**config.mk**
```make
export PLATFORM = sky130hd
export DESIGN_NAME = uart_rx_os
export DESIGN_NICKNAME = d
export VERILOG_FILES = /design/src/rtl/uart_rx_os.sv
export SDC_FILE = /design/constraint.sdc
export NUM_CORES = 1
export LEC_CHECK = 0
export ABC_AREA = 1
export BUFFER_PORTS_ARGS = -buffer_cell sky130_fd_sc_hd__buf_2
export CAP_MARGIN = 20
export CELL_PAD_IN_SITES_DETAIL_PLACEMENT = 0
export CELL_PAD_IN_SITES_GLOBAL_PLACEMENT = 2
export CORE_AREA = 4 4 62 106
export CTS_CLUSTER_DIAMETER = 30
export DETAILED_ROUTE_END_ITERATION = 8
export DIE_AREA = 0 0 66 110
export PLACE_DENSITY = 0.72
export SYNTH_ARGS = -nofsm -noshare
export SYNTH_HDL_FRONTEND = slang
export SYNTH_SLANG_ARGS = --single-unit
export TNS_END_PERCENT = 5
```
**constraint.sdc**
```tcl
create_clock -name clk_in -period 1.6 [get_ports clk_in]
set_clock_uncertainty 0.2 [all_clocks]
set_input_delay 0.16 -clock clk_in [delete_from_list [all_inputs] [get_ports clk_in]]
set_output_delay 0.16 -clock clk_in [all_outputs]
set_load 0.02 [all_outputs]
```
**src/rtl/uart_rx_os.sv**
```systemverilog
// UART receiver on the board clock. The baud x16 tick is synchronized and
// edge-detected into a strobe, and all bit timing counts those strobes.
module uart_rx_os #(
    parameter int DATA_BITS  = 8,
    parameter int OVERSAMPLE = 16,
    parameter int PARITY_EN  = 0,
    parameter int PARITY_ODD = 0
) (
    input  logic                 clk_in,
    input  logic                 reset,
    input  logic                 tick_16x,
    input  logic                 rx,
    output logic [DATA_BITS-1:0] data_out,
    output logic                 data_valid,
    output logic                 frame_err,
    output logic                 parity_err,
    output logic                 busy
);

    localparam int TW = $clog2(OVERSAMPLE);
    localparam int BW = $clog2(DATA_BITS);
    localparam logic [TW-1:0] MID_CNT  = TW'(OVERSAMPLE / 2 - 1);
    localparam logic [TW-1:0] LAST_CNT = TW'(OVERSAMPLE - 1);
    localparam logic [BW-1:0] LAST_BIT = BW'(DATA_BITS - 1);
    localparam logic          ODD_SEL  = 1'(PARITY_ODD);

    typedef enum logic [2:0] {
        S_IDLE   = 3'd0,
        S_START  = 3'd1,
        S_DATA   = 3'd2,
        S_PARITY = 3'd3,
        S_STOP   = 3'd4,
        S_BREAK  = 3'd5
    } state_t;

    state_t               state_r, state_nxt_s;
    logic                 rx_meta_r, rx_sync_r;
    logic                 tick_meta_r, tick_sync_r, tick_prev_r;
    logic                 strobe_s, sample_s;
    logic [TW-1:0]        tick_cnt_r;
    logic [BW-1:0]        bit_cnt_r;
    logic [DATA_BITS-1:0] shift_reg_r;
    logic                 par_bad_r;
    logic                 valid_s, ferr_s, perr_s, load_s;

    // True when received data plus parity bit do not match the selected parity.
    function automatic logic parity_fail_f(input logic [DATA_BITS-1:0] d, input logic p);
        return ((^d) ^ p) != ODD_SEL;
    endfunction

    // Two-flop synchronizers for rx and tick, plus a third tick flop for edge detect.
    always_ff @(posedge clk_in or negedge reset) begin
        if (!reset) begin
            rx_meta_r   <= 1'b1;
            rx_sync_r   <= 1'b1;
            tick_meta_r <= 1'b0;
            tick_sync_r <= 1'b0;
            tick_prev_r <= 1'b0;
        end else begin
            rx_meta_r   <= rx;
            rx_sync_r   <= rx_meta_r;
            tick_meta_r <= tick_16x;
            tick_sync_r <= tick_meta_r;
            tick_prev_r <= tick_sync_r;
        end
    end

    assign strobe_s = tick_sync_r & ~tick_prev_r;

    // START samples at mid-bit; the counter is then realigned to 0, so later
    // sample points fall on the wrap, exactly OVERSAMPLE strobes apart.
    always_comb begin
        if (state_r == S_START) begin
            sample_s = strobe_s && (tick_cnt_r == MID_CNT);
        end else begin
            sample_s = strobe_s && (tick_cnt_r == LAST_CNT);
        end
    end

    // FSM state register.
    always_ff @(posedge clk_in or negedge reset) begin
        if (!reset) begin
            state_r <= S_IDLE;
        end else begin
            state_r <= state_nxt_s;
        end
    end

    // FSM next-state logic.
    always_comb begin
        state_nxt_s = state_r;
        case (state_r)
            S_IDLE:   if (!rx_sync_r) state_nxt_s = S_START; else state_nxt_s = S_IDLE;
            S_START:  if (sample_s) state_nxt_s = rx_sync_r ? S_IDLE : S_DATA; else state_nxt_s = S_START;
            S_DATA: begin
                if (sample_s && (bit_cnt_r == LAST_BIT)) begin
                    state_nxt_s = (PARITY_EN != 0) ? S_PARITY : S_STOP;
                end else begin
                    state_nxt_s = S_DATA;
                end
            end
            S_PARITY: if (sample_s) state_nxt_s = S_STOP; else state_nxt_s = S_PARITY;
            S_STOP:   if (sample_s) state_nxt_s = rx_sync_r ? S_IDLE : S_BREAK; else state_nxt_s = S_STOP;
            S_BREAK:  if (rx_sync_r) state_nxt_s = S_IDLE; else state_nxt_s = S_BREAK;
            default:  state_nxt_s = S_IDLE;
        endcase
    end

    // FSM output decode: result pulses at the stop-bit sample point.
    always_comb begin
        valid_s = 1'b0;
        ferr_s  = 1'b0;
        perr_s  = 1'b0;
        load_s  = 1'b0;
        case (state_r)
            S_STOP: begin
                if (sample_s) begin
                    load_s  = 1'b1;
                    perr_s  = par_bad_r;
                    ferr_s  = ~rx_sync_r;
                    valid_s = rx_sync_r & ~par_bad_r;
                end else begin
                    load_s  = 1'b0;
                end
            end
            default: begin
                load_s = 1'b0;
            end
        endcase
    end

    // Bit timing counters, shift register, parity status and registered outputs.
    always_ff @(posedge clk_in or negedge reset) begin
        if (!reset) begin
            tick_cnt_r  <= '0;
            bit_cnt_r   <= '0;
            shift_reg_r <= '0;
            par_bad_r   <= 1'b0;
            data_out    <= '0;
            data_valid  <= 1'b0;
            frame_err   <= 1'b0;
            parity_err  <= 1'b0;
            busy        <= 1'b0;
        end else begin
            if (state_r == S_IDLE) begin
                tick_cnt_r <= '0;
            end else if (strobe_s) begin
                if ((state_r == S_START && sample_s) || tick_cnt_r == LAST_CNT) begin
                    tick_cnt_r <= '0;
                end else begin
                    tick_cnt_r <= tick_cnt_r + TW'(1);
                end
            end else begin
                tick_cnt_r <= tick_cnt_r;
            end

            if (state_r == S_IDLE || state_r == S_START) begin
                bit_cnt_r <= '0;
            end else if (state_r == S_DATA && sample_s) begin
                bit_cnt_r   <= bit_cnt_r + BW'(1);
                shift_reg_r <= {rx_sync_r, shift_reg_r[DATA_BITS-1:1]};
            end else begin
                bit_cnt_r <= bit_cnt_r;
            end

            if (state_r == S_IDLE) begin
                par_bad_r <= 1'b0;
            end else if (state_r == S_PARITY && sample_s) begin
                par_bad_r <= parity_fail_f(shift_reg_r, rx_sync_r);
            end else begin
                par_bad_r <= par_bad_r;
            end

            if (load_s) begin
                data_out <= shift_reg_r;
            end else begin
                data_out <= data_out;
            end
            data_valid <= valid_s;
            frame_err  <= ferr_s;
            parity_err <= perr_s;
            busy       <= (state_nxt_s != S_IDLE);
        end
    end

endmodule

```
Yosys cells after proc, flatten, opt, wreduce, memory -nomap -nowiden

Cells that the tools add are included.

Flip-flop bits (word level): 36
Bits in latches: 0
Output and inout bits: 12
Memories kept: 0
Input port bits: 4
RAM bits: 0
Logic and storage cells: 71
Memory bits (read-only): 0

Bitwise operators: 7
Add/sub/neg operators: 2
Multiply operators: 0
Eq/ne operators: 8
Muxes and demuxes: 24
Shifts and indexed selects: 0
Div/mod/pow operators: 0
Reduce and logical (&&, ||, !) cells: 15
$lt $le $gt $ge: 0

Operators with widths:

| kind                  | number |
|---|---|
| $mux W3               | 6 |
| $pmux W3 S6           | 1 |
| $mux W1               | 12 |
| $mux W4               | 3 |
| $eq A3 B3 Y1 const B  | 3 |
| $reduce_xor A8 Y1     | 1 |
| $eq A3 B2 Y1 const B  | 2 |
| $logic_and A1 B1 Y1   | 6 |
| $reduce_bool A2 Y1    | 3 |
| $add A4 B1 Y4 const B | 1 |
| $eq A4 B3 Y1 const B  | 1 |
| $eq A4 B4 Y1 const B  | 1 |
| $mux W2               | 2 |
| $not A1 Y1            | 4 |
| $add A3 B1 Y3 const B | 1 |
| $eq A3 B1 Y1 const B  | 1 |
| $logic_not A3 Y1      | 1 |
| $reduce_bool A3 Y1    | 1 |
| $and A1 B1 Y1         | 2 |
| $logic_or A1 B1 Y1    | 2 |
| $reduce_and A2 Y1     | 1 |
| $xor A1 B1 Y1         | 1 |

Logic depth before layout (Yosys ltp)

Depth after elaboration: 9
Depth in mapped cells: 10
Mapped depth without buffers: 10

Worst setup path before layout

No wires, ideal clock.

Path kind: register -> register
From: reg state_r[2]
To: reg data_out[6]
Data required time: 1280 ps
Arrival time: 1224 ps
Path slack: 56 ps
Cell stages (with the launch flop): 10
Library setup time: 120 ps
Cell sequence: dfrtp_1 -> nor2_2 -> nand3_2 -> nand2_2 -> nand2_4 -> inv_4 -> nand2_4 -> buf_6 -> nand2_2 -> o21ai_2

Word-level cells in the longest chain between the ends: 4

Ends and longest elaborated chain:

| item                   | RTL line | source |
|---|---|---|
| start, declared        | 36       | `state_t state_r, state_nxt_s;` |
| start signal, assigned | 85       | `state_r <= state_nxt_s;` |
| $eq A3 B1 Y1           | 73       | `if (state_r == S_START) begin` |
| $mux W1                | 73       |  |
| $mux W1                | 117      | `if (sample_s) begin` |
| $mux W1 *              | 115      | `case (state_r)` |
| end signal, assigned   | 175      | `data_out <= shift_reg_r;` |
| end signal, assigned   | 177      | `data_out <= data_out;` |
| end, declared          | 13       | `output logic [DATA_BITS-1:0] data_out,` |

Every way passes the cells marked *; elsewhere a longest branch is shown, timed or not.
A chain may end at the register's enable or synchronous reset.

Worst setup path after layout

From: reg tick_cnt_r[0]
To: reg shift_reg_r[6]

Word-level cells in the longest chain between the ends: 5

Ends and longest elaborated chain:

| item                                          | RTL line | source |
|---|---|---|
| start, declared                               | 40       | `logic [TW-1:0] tick_cnt_r;` |
| start signal, assigned                        | 151      | `tick_cnt_r <= tick_cnt_r + TW'(1);` |
| start signal, assigned                        | 154      | `tick_cnt_r <= tick_cnt_r;` |
| $eq A4 B4 Y1 or $eq A4 B3 Y1 (tied branches)  | 76, 74   |  |
| $logic_and A1 B1 Y1, on equally long branches | 76, 74   |  |
| $mux W1 *                                     | 73       |  |
| $logic_and A1 B1 Y1 *                         | 159      | `end else if (state_r == S_DATA && sample_s) begin` |
| $reduce_and A2 Y1 (no source line) *          | --       |  |
| end signal, assigned                          | 161      | `shift_reg_r <= {rx_sync_r, shift_reg_r[DATA_BITS-1:1]};` |
| end, declared                                 | 42       | `logic [DATA_BITS-1:0] shift_reg_r;` |

Marks and branches as above.

==> qor.csv <==
metric,value,unit
status,"complete, no violations",
vias per cell,4.31,
Post-synth top cells,"64 x nand2_1, 34 x dfrtp_1, 25 x inv_1",
vias in the first global route,1521,
Critical Path Max Stage Delay,0.41,ns
Max Cap Viol,0,
Port Buffer Count,15,
Post-synth EDFFs,0,
synthesized area,1770,sq um
Synth top area share,0.481,
Lkg Pwr,0.00126,uW
Inserted Clock Buffers,5,
Slew Limit Fails,0,
CTS tree,done,
drc violations,0,
top post-synthesis cells by area,"dfrtp_1 48%, nand2_1 14%, o21ai_2 7.9%",
Die W,66,microns
worst r2r src,tick_cnt_r[0]$_DFFE_PN0P_,
CTS Root Cell,clkbuf_8,
# IOs,16,
yosys warns,0,
Mapped Cells,202,
largest net degree at the start of global routing,22,
initial antenna violation count,0,
final hold slack,0.153,ns
VDD IR-drop max,0.000533,V
Synth area leader,dfrtp_1,
Syn Area/Cell,8.76,sq um
Die H,110,microns
min Tclk post-route,1.55,ns
Clock transition at path regs,0.07,ns
First DRT Iteration DRCs,61,
slowest CP cell,dfrtp_1,
pre-CTS worst setup slack,-0.0936,ns
global-route wire length before repair,7.07,mm
Worst Hold Class,flop to flop,
Placer Congestion,0.774,
die area,7260,sq um
worst setup path endpoint,shift_reg_r[6]$_DFFE_PN0P_,
per-cell routed wire length,11.8,microns
CP endpoint kind,flop,
FF-to-FF End,shift_reg_r[6]$_DFFE_PN0P_,
post-synthesis sequential area ratio,0.511,
final net count,269,
CTS Sinks,36,
Worst R2R Path Depth,8,
Area growth syn-to-layout,37.5,%
worst endpoint data arrival time,1.57,ns
final hold violations,0,
post-synthesis cell type count,25,
Initial Util,0.314,
DRT Pass-1 Iters,4,
asr flop ratio synth,1.00,
#FFs+latches synth,36,
PD cells,1020,nW/um^2
CTS Buffer Depth,2,
layout cells sized above 1,0.414,
Global Route Usage Sum,0.130,
WS Path Type,flop to flop,
final worst-path cycle share,0.968,
achievable clock frequency,645,MHz
Synthesized Nets,209,
CP required,1.62,ns
critical path cell sequence,ha_4 -> nand3_2 -> inv_4 -> nand2_8 -> inv_8 -> nand2_8 -> buf_4 -> o21ai_2,
largest fanout on the critical path,10,
final worst slack,0.0506,ns
via count,1460,
Slew headroom,0.674,
CP startpoint kind,flop,
RSZ-0062 raised after global routing,yes,
r2r setup slk,0.05,ns
antenna-violating nets left,0,
H-tree levels,2,
core box area,5630,sq um
main flop type after synthesis,dfrtp_1,
Routed Wire Length,4.01,mm
CP startpoint,tick_cnt_r[0]$_DFFE_PN0P_,
gr ovfl total,0,
latest clock arrival within the worst-skew pair,0.29,ns
"most used cell, CP",nand2_8,
final setup fails,0,
ANT cells,0,
most common cell in the netlist,nand2_1,
hpwl dp,3.06,mm
worst slew pin tran,0.489,ns
Cell Rows,36,
[worst max-delay path, delay by kind of cell (launching register included)]
family | cells | cell delay, ns
flops | 1 | 0.41
buf+inv | 3 | 0.35
simple gates | 3 | 0.25
fa+ha+maj | 1 | 0.17
compound gates | 1 | 0.09
[flip-flops by register name, summed over array words and instances, names as in the netlist, 3 cells and up]
| register | flops |
|---|---|
| data_out | 8 |
| bit_cnt_r | 3 |
| state_r | 3 |
| shift_reg_r | 8 |
| tick_cnt_r | 4 |
[power breakdown]
group / switching [uW] / total, uW / leakage, uW / internal [uW]
combinational: 329 / 619 / 0.000727 / 290
clock: 322 / 784 / 0.0000552 / 462
sequential: 85.9 / 1070 / 0.000474 / 984
total: 737 / 2470 / 0.00126 / 1740
[worst min path at each step]
stage,start,endpoint,slack [ns],cells after the start
finish,tick_meta_r$_DFF_PN0_,tick_sync_r$_DFF_PN0_,0.15,0
global route,rx_meta_r$_DFF_PN1_,rx_sync_r$_DFF_PN1_,0.16,0
CTS,rx_meta_r$_DFF_PN1_,rx_sync_r$_DFF_PN1_,0.16,0
detailed placement,reset,data_out[1]$_DFFE_PN0P_,-0.05,1
global placement,reset,data_out[1]$_DFFE_PN0P_,-0.05,1
floorplan,reset,bit_cnt_r[0]$_DFFE_PN0P_,-0.34,0
[final cells by class]
class	instances	area, sq um
fill	577	3200
sequential	36	906
multi-input combinational	135	818
timing repair buffer	55	387
inverter	29	119
tap	76	95.1
clock buffer	6	72.6
clock inverter	2	35.0
[layout by cell type, fill, tap and decap left out, types with 4 or more instances in the layout]
cell,Yosys,final
nand2_2,2,6
inv_2,3,4
nor2_2,3,5
buf_4,0,36
nor2_1,8,5
clkbuf_8,0,5
nand2_1,64,59
nand3_1,17,16
dfrtp_1,34,32
buf_2,0,15
o21ai_2,16,17
inv_1,25,23
[cells by family (layout without fill, tap and decap cells)]
kind of cell | Yosys count | in the layout | share of synthesized area
and+or+nand+nor | 105 | 106 | 0.275
DFF | 36 | 36 | 0.511
buffers and inverters | 32 | 92 | 0.0820
AOI/OAI and AO/OA | 25 | 25 | 0.106
adders and majority gates | 3 | 3 | 0.0212
xor gates and xnor gates | 1 | 1 | 0.00495
[per-stage QoR]
step           power, uW  area [sq um]  setup TNS (ns)  utilization  std cells
2_1_floorplan       1320          1770               0            -        202
3_3_place_gp        1600          2150          -0.855        0.382        323
3_5_place_dp        1600          2150          -0.922        0.382        323
4_1_cts             2430          2370               0        0.421        339
5_1_grt             2630          2430          -0.977        0.432        339
6_report            2470          2430               0        0.432        339
[per-layer routing]
metal	share of wire	vias up	GRT usage
li1	-	760	-
met1	0.36	673	0.128
met2	0.59	22	0.258
met3	0.034	5	0.0284
met4	0.018	0	0.0480
met5	0	-	0
[what timing repair did]
item / CTS / global route
setup endpoints to repair: 20 / 26
hold endpoints to repair: 21 / 0
hold buffers: 3 / 0
setup buffers: 4 / 0
gates resized for setup: 8 / 19
pin swaps: 4 / 0
cloned: 1 / 0
Note: power is estimated with default switching activity, not from simulation.
